$ cat config.mk
export PLATFORM = sky130hd
export DESIGN_NAME = cam_capture_stream
export DESIGN_NICKNAME = d
export VERILOG_FILES = /design/src/rtl/cam_capture_stream.sv
export SDC_FILE = /design/constraint.sdc
export NUM_CORES = 1
export LEC_CHECK = 0
export ABC_AREA = 1
export CORE_MARGIN = 2
export CORE_UTILIZATION = 51
export CTS_CLUSTER_DIAMETER = 120
export DETAILED_ROUTE_END_ITERATION = 10
export GPL_ROUTABILITY_DRIVEN = 0
export GPL_TIMING_DRIVEN = 0
export PLACE_DENSITY = 0.7
export SYNTH_ARGS = -nofsm -noshare
export SYNTH_HDL_FRONTEND = slang
export SYNTH_SLANG_ARGS = --single-unit
export TNS_END_PERCENT = 30
$ cat constraint.sdc
create_clock -name clk -period 2.98 [get_ports clk]
set_clock_uncertainty 0.15 [all_clocks]
set_input_delay 0.298 -clock clk [delete_from_list [all_inputs] [get_ports clk]]
set_output_delay 0.298 -clock clk [all_outputs]
set_load 0.05 [all_outputs]
$ cat src/rtl/cam_capture_stream.sv
// cam_capture_stream: oversampling camera capture front end.
// Synchronises a parallel camera bus (xclk/vsync/href/data) into the system
// clock domain, packs PACK bytes per output word, tags frame start and line
// end, and delivers words through a small FIFO with a valid/ready handshake.
// Status: line counter, frame-done pulse, sticky overflow and misalign flags.

module cam_capture_stream #(
    parameter int unsigned DATA_WIDTH = 8,
    parameter int unsigned PACK       = 4,
    parameter int unsigned FIFO_DEPTH = 4,
    parameter int unsigned CNT_WIDTH  = 11
) (
    input  logic                       clk,
    input  logic                       resetn,
    input  logic                       cam_xclk,
    input  logic                       cam_vsync,
    input  logic                       cam_href,
    input  logic [DATA_WIDTH-1:0]      cam_dat,
    input  logic                       enable,
    output logic [DATA_WIDTH*PACK-1:0] m_data,
    output logic                       m_sof,
    output logic                       m_eol,
    output logic                       m_valid,
    input  logic                       m_ready,
    output logic [CNT_WIDTH-1:0]       line_count,
    output logic                       frame_done,
    output logic                       overflow,
    output logic                       misalign,
    input  logic                       clear_status
);

    localparam int unsigned WORD_W = DATA_WIDTH * PACK;
    localparam int unsigned IDX_W  = (PACK > 1) ? $clog2(PACK) : 1;
    localparam int unsigned PTR_W  = $clog2(FIFO_DEPTH);
    localparam int unsigned CNTF_W = PTR_W + 1;
    localparam int unsigned ENT_W  = WORD_W + 2;

    localparam logic [1:0] ST_IDLE       = 2'd0;
    localparam logic [1:0] ST_WAIT_FRAME = 2'd1;
    localparam logic [1:0] ST_CAPTURE    = 2'd2;

    // ------------------------------------------------------------------
    // Input synchronisers and edge-detect registers
    // ------------------------------------------------------------------
    logic [1:0]            xclk_sync;
    logic [1:0]            vsync_sync;
    logic [1:0]            href_sync;
    logic [DATA_WIDTH-1:0] dat_s1;
    logic [DATA_WIDTH-1:0] dat_s;
    logic                  xclk_d;
    logic                  vsync_d;
    logic                  href_d;

    logic xclk_s;
    logic vsync_s;
    logic href_s;
    logic xclk_rise;
    logic vsync_rise;
    logic vsync_fall;
    logic href_fall;

    // Two-flop synchronisers followed by one delay stage for edge detection
    always_ff @(posedge clk) begin
        if (!resetn) begin
            xclk_sync  <= '0;
            vsync_sync <= '0;
            href_sync  <= '0;
            dat_s1     <= '0;
            dat_s      <= '0;
            xclk_d     <= 1'b0;
            vsync_d    <= 1'b0;
            href_d     <= 1'b0;
        end else begin
            xclk_sync  <= {xclk_sync[0], cam_xclk};
            vsync_sync <= {vsync_sync[0], cam_vsync};
            href_sync  <= {href_sync[0], cam_href};
            dat_s1     <= cam_dat;
            dat_s      <= dat_s1;
            xclk_d     <= xclk_sync[1];
            vsync_d    <= vsync_sync[1];
            href_d     <= href_sync[1];
        end
    end

    assign xclk_s     = xclk_sync[1];
    assign vsync_s    = vsync_sync[1];
    assign href_s     = href_sync[1];
    assign xclk_rise  = xclk_s & ~xclk_d;
    assign vsync_rise = vsync_s & ~vsync_d;
    assign vsync_fall = ~vsync_s & vsync_d;
    assign href_fall  = ~href_s & href_d;

    // ------------------------------------------------------------------
    // Frame FSM
    // ------------------------------------------------------------------
    logic [1:0] state;
    logic [1:0] state_next;
    logic       enter_capture;
    logic       frame_end;
    logic       in_capture;

    // State register
    always_ff @(posedge clk) begin
        if (!resetn) begin
            state <= ST_IDLE;
        end else begin
            state <= state_next;
        end
    end

    // Next-state and frame event decode
    always_comb begin
        state_next    = state;
        enter_capture = 1'b0;
        frame_end     = 1'b0;
        case (state)
            ST_IDLE: begin
                if (enable) begin
                    state_next = ST_WAIT_FRAME;
                end
            end
            ST_WAIT_FRAME: begin
                if (vsync_fall) begin
                    state_next    = ST_CAPTURE;
                    enter_capture = 1'b1;
                end
            end
            ST_CAPTURE: begin
                if (vsync_rise) begin
                    frame_end  = 1'b1;
                    state_next = enable ? ST_WAIT_FRAME : ST_IDLE;
                end
            end
            default: begin
                state_next = ST_IDLE;
            end
        endcase
    end

    assign in_capture = (state == ST_CAPTURE);

    // ------------------------------------------------------------------
    // Byte packer and one-entry pending word
    // ------------------------------------------------------------------
    logic              byte_strobe;
    logic              line_end;
    logic [WORD_W-1:0] packer;
    logic [IDX_W-1:0]  byte_idx;
    logic              word_done;
    logic [WORD_W-1:0] pend_data;
    logic              pend_valid;
    logic              sof_flag;

    logic              push;
    logic              push_eol;
    logic [ENT_W-1:0]  push_entry;

    assign byte_strobe = in_capture & xclk_rise & href_s;
    assign line_end    = in_capture & href_fall;

    // Push request towards the FIFO: a completed word displaces the pending
    // one (not line end), or the line end flushes the pending word with eol.
    // The clk/xclk ratio keeps word completion and line end in separate cycles.
    always_comb begin
        push     = 1'b0;
        push_eol = 1'b0;
        if (word_done && pend_valid) begin
            push = 1'b1;
        end else if (line_end && pend_valid) begin
            push     = 1'b1;
            push_eol = 1'b1;
        end
        push_entry = {sof_flag, push_eol, pend_data};
    end

    // Shift bytes in MSB-first so the first byte ends in the LSBs
    always_ff @(posedge clk) begin
        if (!resetn) begin
            packer     <= '0;
            byte_idx   <= '0;
            word_done  <= 1'b0;
            pend_data  <= '0;
            pend_valid <= 1'b0;
            sof_flag   <= 1'b0;
        end else if (enter_capture) begin
            byte_idx   <= '0;
            word_done  <= 1'b0;
            pend_valid <= 1'b0;
            sof_flag   <= 1'b1;
        end else begin
            word_done <= 1'b0;
            if (byte_strobe) begin
                packer <= WORD_W'({dat_s, packer} >> DATA_WIDTH);
                if (byte_idx == IDX_W'(PACK - 1)) begin
                    byte_idx  <= '0;
                    word_done <= 1'b1;
                end else begin
                    byte_idx <= byte_idx + IDX_W'(1);
                end
            end else if (line_end) begin
                // Partial bytes are abandoned; the shift register refills them
                byte_idx <= '0;
            end

            if (word_done) begin
                pend_data  <= packer;
                pend_valid <= 1'b1;
            end else if (push) begin
                pend_valid <= 1'b0;
            end

            if (push) begin
                sof_flag <= 1'b0;
            end
        end
    end

    // ------------------------------------------------------------------
    // Line counter, frame pulse and sticky status
    // ------------------------------------------------------------------
    logic misalign_set;
    logic overflow_set;

    assign misalign_set = line_end & (byte_idx != '0);

    // Line counting and frame-done pulse
    always_ff @(posedge clk) begin
        if (!resetn) begin
            line_count <= '0;
            frame_done <= 1'b0;
        end else begin
            frame_done <= frame_end;
            if (enter_capture) begin
                line_count <= '0;
            end else if (line_end && (line_count != {CNT_WIDTH{1'b1}})) begin
                line_count <= line_count + CNT_WIDTH'(1);
            end
        end
    end

    // Sticky flags; a set in the same cycle as a clear takes precedence
    always_ff @(posedge clk) begin
        if (!resetn) begin
            overflow <= 1'b0;
            misalign <= 1'b0;
        end else begin
            overflow <= overflow_set | (overflow & ~clear_status);
            misalign <= misalign_set | (misalign & ~clear_status);
        end
    end

    // ------------------------------------------------------------------
    // Output FIFO with registered head
    // ------------------------------------------------------------------
    logic [ENT_W-1:0]  mem [FIFO_DEPTH];
    logic [PTR_W-1:0]  wr_ptr;
    logic [PTR_W-1:0]  rd_ptr;
    logic [CNTF_W-1:0] fifo_count;

    logic              pop;
    logic              push_ok;
    logic [CNTF_W-1:0] count_next;
    logic [CNTF_W-1:0] count_after_pop;
    logic [PTR_W-1:0]  rd_ptr_next;
    logic [ENT_W-1:0]  head_next;

    // Handshake, acceptance and next head-of-queue selection
    always_comb begin
        pop          = m_valid & m_ready;
        push_ok      = push & ((fifo_count < CNTF_W'(FIFO_DEPTH)) | pop);
        overflow_set = push & ~push_ok;

        count_next = fifo_count;
        if (push_ok && !pop) begin
            count_next = fifo_count + CNTF_W'(1);
        end else if (!push_ok && pop) begin
            count_next = fifo_count - CNTF_W'(1);
        end

        count_after_pop = pop ? (fifo_count - CNTF_W'(1)) : fifo_count;
        rd_ptr_next     = pop ? (rd_ptr + PTR_W'(1)) : rd_ptr;

        if (count_next == '0) begin
            head_next = '0;
        end else if (count_after_pop == '0) begin
            head_next = push_entry;
        end else begin
            head_next = mem[rd_ptr_next];
        end
    end

    // FIFO storage; contents are don't-care while the count is zero
    always_ff @(posedge clk) begin
        if (resetn && push_ok) begin
            mem[wr_ptr] <= push_entry;
        end
    end

    // FIFO pointers, occupancy and registered stream outputs
    always_ff @(posedge clk) begin
        if (!resetn) begin
            wr_ptr     <= '0;
            rd_ptr     <= '0;
            fifo_count <= '0;
            m_valid    <= 1'b0;
            m_data     <= '0;
            m_sof      <= 1'b0;
            m_eol      <= 1'b0;
        end else begin
            if (push_ok) begin
                wr_ptr <= wr_ptr + PTR_W'(1);
            end
            rd_ptr     <= rd_ptr_next;
            fifo_count <= count_next;
            m_valid    <= (count_next != '0);
            m_data     <= head_next[WORD_W-1:0];
            m_eol      <= head_next[WORD_W];
            m_sof      <= head_next[WORD_W+1];
        end
    end

endmodule

==> flow_summary.json, run 1 <==
{
  "max_stage_delay_ns": 0.69,
  "ys_seq_elements": 288,
  "ys_top_cells_by_area": "edfxtp_1 36%, dfxtp_1 27%, nand2_1 13%",
  "vias_per_cell": 5.09,
  "overflow": 0,
  "post-route-min-period_ns": 2.67,
  "synthArstFlopShare_pct": 0,
  "place_inst": 1578,
  "io-pin-count": 65,
  "path_clk_slew_ns": 0.06,
  "post-route-period-util_pct": 89.6,
  "port_buffers": 64,
  "die_y_um": 152,
  "drt_first_pass_iters": 5,
  "grt_usage_pct": 21.7,
  "fillers": 1810,
  "postSynthNetCount": 1255,
  "coreArea_um2": 21700,
  "initial_utilization_pct": 51.6,
  "clockBufferDepth": 3,
  "netlist_area_um2": 11200,
  "rr_endpoint": "mem[0][7]$_DFFE_PP_",
  "vdd.ir_drop.worst_v": 0.000477,
  "synth_common_cells": "384 x nand2_1, 152 x dfxtp_1, 136 x edfxtp_1",
  "max_slew.worst_pin.slew_ns": 0.736,
  "cts.repair.resized": 0,
  "finalSetupViolCount": 0,
  "crit_path_end_kind": "flop",
  "avgRoutedWirePerCell_um": 15.3,
  "antenna_cells": 0,
  "clock_latency_ns": 0.54,
  "vias": 8324,
  "timing.reg2reg.setup_slack_ns": 0.42,
  "max_clock_freq_mhz": 374,
  "grt_pass1_vias": 8137,
  "cts.sinks": 288,
  "ant_nets": 0,
  "post_cts.repair.setup_buffers": 0,
  "antenna_found_initial": 0,
  "endpoint": "mem[0][7]$_DFFE_PP_",
  "synth_warnings": 0,
  "cp_max_fo": 18,
  "path_cells": "clkdlybuf4s50_1, clkbuf_1, nand3_1, nor2_4, buf_16",
  "synth.most_common_cell": "nand2_1",
  "dp_hpwl_mm": 16.3,
  "final_cells": 1634,
  "drc": 0,
  "cts-root-buf": "clkbuf_16",
  "rsz0062_at_grt": "no",
  "power_leakage_nw": 5.95,
  "ctsHtreeMaxLevel": 1,
  "synthCells": 1230,
  "setup.worst_path.class": "input pin to flop",
  "start_kind": "input pin",
  "dp_slack_ns": -0.279,
  "hold_violations": 0,
  "slew_viol_final": 0,
  "crit_required_ns": 3.07,
  "p_per_area_nw_per_um2": 772,
  "area_growth_pct": 18.9,
  "routed_wirelength_mm": 25.0,
  "syn_avg_cell_area_um2": 9.10,
  "dpl_cell_area_um2": 12300,
  "grt_pass1_wl_mm": 40.8,
  "cts_buffers": 30,
  "die_area_um2": 23100,
  "cts_tree": "done",
  "synth_ff_type": "dfxtp_1",
  "multi_input_area_um2": 3310,
  "fin_ws_ns": 0.310,
  "yosys.area.top_type": "edfxtp_1",
  "r2r-start": "href_sync[1]$_SDFF_PN0_",
  "r2r_cells": 6,
  "grt_start_max_net_pins": 24,
  "cts_hold_buf": 0,
  "maxCapViolCount": 0,
  "total_power_mw": 10.3,
  "die_x_um": 152,
  "rows": 54,
  "status": "completed",
  "crit_arrival_ns": 2.76,
  "critPathSlowestCell": "nor2_4",
  "seqCellArea_um2": 7130,
  "synth.distinct_cells": 28,
  "netlist.area_leader.share_pct": 36.5,
  "hp-start": "cam_href",
  "synth_edf_count": 136,
  "drive_gt1_share_pct": 6.79,
  "max_slew_margin_pct": 50.8,
  "drtIter0Drc": 530,
  "cp-startpoint": "resetn",
  "nets": 1355,
  "ys_seq_area_share_pct": 63.7,
  "finalInstanceArea_um2": 13300,
  "holdCritPathClass": "input pin to flop"
}
## state kept, by name (all words and copies together) (netlist names), 3 cells and up
signal	cells
packer	32
line_count	11
pend_data	32
dat_s	8
dat_s1	8
m_data	32
mem	136
fifo_count	3
## through the flow
stage	TNS, ns	util [%]	hold slack, ns
floorplan	-37.94	-	0.240
global placement	-273.94	56.2	0.243
detailed placement	-16.30	56.7	0.247
CTS	0	61.3	0.116
global route	0	61.3	0.143
finish	0	61.3	0.133
## area by class of cell
type	instances	share of cell area, %
plain buffers	60	2.06
clock buffers	44	6.57
clock inverters	12	0.987
inverters	136	3.84
multi-input cells	746	24.9
flip-flops and latches	288	53.6
well taps	280	2.63
repair buffers	68	5.47
## cell usage in the layout (no fill, tap or decap), types with 6 or more instances in the layout
master and count:
clkbuf_1 41, o21ai_1 30, clkinv_1 7, a21oi_1 51
buf_2 21, clkdlybuf4s50_1 64, ha_1 9, edfxtp_1 136
o21ai_0 72, inv_1 130, clkbuf_16 31, buf_4 6
dfxtp_1 152, nor2_1 85, nand2_1 384, nand3_1 88
## worst min-delay path by stage
stage                               to  slack, ns  cells after the start
4_1_cts        href_sync[0]$_SDFF_PN0_       0.12                      3
3_3_place_gp   href_sync[1]$_SDFF_PN0_       0.24                      2
3_5_place_dp       dat_s[3]$_SDFF_PN0_       0.25                      2
2_1_floorplan      dat_s[0]$_SDFF_PN0_       0.24                      2
6_report       href_sync[0]$_SDFF_PN0_       0.13                      3
5_1_grt           dat_s1[2]$_SDFF_PN0_       0.14                      3
## worst max-delay path: cells and delay by family
kind | cells | cell delay, ns
buffers and inverters | 3 | 1.32
and+or+nand+nor | 2 | 1.12
## logic make-up after synthesis
group / after synthesis / share of synthesized area (%)
buffers and inverters: 196 / 7.01
AND/OR/NAND/NOR: 577 / 20.8
adder cells (fa/ha/maj): 9 / 1.01
flip-flops: 288 / 63.7
AO/OA/AOI/OAI: 156 / 7.06
XOR/XNOR: 4 / 0.481
## layer usage
| layer | part of all wire (%) | vias to the layer above | routed length [um] | track usage, % |
|---|---|---|---|---|
| met2 | 49 | 293 | 12200 | 37.3 |
| met3 | 6.2 | 42 | 1550 | 2.67 |
| met1 | 43 | 3835 | 10700 | 28.8 |
| met5 | 0 | - | 0 | 0 |
| li1 | - | 4154 | - | - |
| met4 | 2.2 | 0 | 558 | 7.17 |
## where the power goes
part           switching, mW  internal, mW
sequential            0.0528          4.25
clock                   1.44          2.28
combinational           1.64         0.611
total                   3.13          7.14
Note: power is estimated with default switching activity, not from simulation.
==> run 2, diff against run 1 <==
--- a/config.mk
+++ b/config.mk
@@ -9,10 +9,12 @@
 export CORE_MARGIN = 2
 export CORE_UTILIZATION = 51
 export CTS_CLUSTER_DIAMETER = 120
+export CTS_CLUSTER_SIZE = 14
 export DETAILED_ROUTE_END_ITERATION = 10
 export GPL_ROUTABILITY_DRIVEN = 0
 export GPL_TIMING_DRIVEN = 0
 export PLACE_DENSITY = 0.7
+export REMOVE_ABC_BUFFERS = 1
 export SYNTH_ARGS = -nofsm -noshare
 export SYNTH_HDL_FRONTEND = slang
 export SYNTH_SLANG_ARGS = --single-unit
==> run 2 against run 1 <==
Compared with the run above: sequential power about the same; critical path depth is 2 higher; largest power group unchanged; non-clock buffer count decreased by 56; clock-buffer cell count down 1; critical endpoint is now packer[9]$_SDFFE_PN0P_; design area is 3.4% lower.
==> flow_summary.json, run 2 (same netlist as run 1, synthesis figures left out) <==
{
  "avgRoutedWirePerCell_um": 14.9,
  "max_clock_freq_mhz": 343,
  "cp-startpoint": "state[1]$_SDFFE_PN0P_",
  "holdCritPathClass": "input pin to flop",
  "final_cells": 1567,
  "p_sw_mw": 2.94,
  "port_buffers": 64,
  "maxCapViolCount": 0,
  "largest_reg_flops": 136,
  "grt_start_max_net_pins": 97,
  "r2r-start": "state[1]$_SDFFE_PN0P_",
  "clock_latency_ns": 0.53,
  "crit_path_end_kind": "flop",
  "hp-start": "cam_href",
  "setup.worst_path.class": "flop to flop",
  "antenna_found_initial": 0,
  "combPwrFrac_pct": 22.4,
  "path_cells": "inv_1, nor2_2, inv_1, nor2_4, inv_1, nor2_1, nor2_1",
  "drt_first_pass_iters": 6,
  "dp_slack_ns": -1.38,
  "finalInstanceArea_um2": 12900,
  "p_seq_share_pct": 46.2,
  "crit_arrival_ns": 3.18,
  "cts_buffers": 24,
  "area_growth_pct": 14.9,
  "power_frac_clock_pct": 31.4,
  "post-route-period-util_pct": 97.9,
  "status": "completed",
  "crit_path_frequent_cell": "inv_1",
  "vdd.ir_drop.worst_v": 0.000411,
  "die_x_um": 152,
  "r2r_cells": 7,
  "coreArea_um2": 21700,
  "dp_hpwl_mm": 12.5,
  "vias_per_cell": 5.08,
  "cts_tree": "done",
  "rows": 54,
  "drc": 0,
  "ctsHtreeMaxLevel": 1,
  "cp_max_fo": 36,
  "final_cell_mix": "382 x nand2_1, 152 x dfxtp_1, 136 x edfxtp_1",
  "nets": 1294,
  "vias": 7968,
  "place_inst": 1521,
  "total_power_mw": 9.32,
  "max_stage_delay_ns": 0.81,
  "routed_wirelength_mm": 23.3,
  "cellInternalPower_mw": 6.38,
  "grt_pass1_wl_mm": 37.9,
  "drtIter0Drc": 548,
  "fin_ws_ns": 0.0615,
  "timing.setup.tns_ns": 0,
  "clockBufferDepth": 3,
  "cts-root-buf": "clkbuf_16",
  "max_slew.worst_pin.slew_ns": 1.25,
  "hold_violations": 0,
  "io-pin-count": 65,
  "critPathSlowestCell": "inv_1",
  "post-route-min-period_ns": 2.92,
  "drive_gt1_share_pct": 4.43,
  "crit_required_ns": 3.24,
  "dpl_cell_area_um2": 12100,
  "layout_commonest_cell": "nand2_1",
  "grt_usage_pct": 20.0,
  "fillers": 1867,
  "finalSetupViolCount": 0,
  "die_area_um2": 23100,
  "start_kind": "flop",
  "initial_utilization_pct": 51.6,
  "whs_path_depth": 3,
  "path_clk_slew_ns": 0.07,
  "overflow": 0,
  "max_slew_margin_pct": 16.7,
  "swShare_pct": 31.5,
  "cts_hold_buf": 0,
  "rsz0062_at_grt": "yes",
  "antenna_cells": 0,
  "ant_nets": 0,
  "top_register": "mem",
  "die_y_um": 152,
  "p_per_area_nw_per_um2": 725,
  "slew_viol_final": 0,
  "grt_pass1_vias": 7609,
  "cts.sinks": 288,
  "power_leakage_nw": 5.69
}
run 2: final timing paths:
| path | endpoint | slack [ns] |
|---|---|---|
| worst max register to register | packer[9]$_SDFFE_PN0P_ | 0.06 |
| worst min register to register | xclk_sync[1]$_SDFF_PN0_ | 0.25 |
| worst min-delay path | href_sync[0]$_SDFF_PN0_ | 0.14 |
| worst max-delay path | packer[9]$_SDFFE_PN0P_ | 0.06 |
run 2: metrics by stage:
stage                     util [%]  hold slack, ns
after floorplan                  -           0.240
after global routing          59.3           0.150
after detailed placement      55.8           0.248
after CTS                     59.1           0.132
after global placement        54.9           0.243
final                         59.3           0.143
run 2: critical path, delay by kind of cell (launching register included):
| kind | cells | cell delay [ns] |
|---|---|---|
| simple gates | 4 | 1.33 |
| buf+inv | 3 | 1.00 |
| flops | 1 | 0.32 |
run 2: metal layers:
| metal | global-route usage [%] | up-vias | part of all wire (%) |
|---|---|---|---|
| met5 | 0 | - | 0 |
| met4 | 6.10 | 0 | 1.7 |
| met3 | 2.76 | 31 | 4.2 |
| met2 | 35.2 | 156 | 50 |
| met1 | 25.9 | 3756 | 44 |
| li1 | - | 4025 | - |
run 2: layout make-up:
cell class | instances | area (um2) | area share (%)
Clock buffer | 43 | 693 | 5.39
Clock inverter | 1 | 8.76 | 0.0681
Inverter | 136 | 512 | 3.98
Multi-Input combinational cell | 747 | 3370 | 26.2
Sequential cell | 288 | 7130 | 55.4
Tap cell | 280 | 350 | 2.72
Timing Repair Buffer | 72 | 801 | 6.23
run 2: what timing repair did:
item                                    4_1_cts  5_1_grt
endpoints found under the setup margin       34       56
gates cloned                                  1        0
pin swaps                                     1        0
buffers inserted                              1        0
gates resized for setup                       0        4
run 2: power groups by stage:
| stage | Combinational, mW | Sequential [mW] | Clock [mW] |
|---|---|---|---|
| 2_1_floorplan | 0.881 | 4.81 | 0 |
| 3_3_place_gp | 1.98 | 4.39 | 0 |
| 3_5_place_dp | 2.07 | 4.39 | 0 |
| 4_1_cts | 2.09 | 4.30 | 2.97 |
| 5_1_grt | 2.26 | 4.32 | 3.14 |
| 6_report | 2.09 | 4.31 | 2.92 |
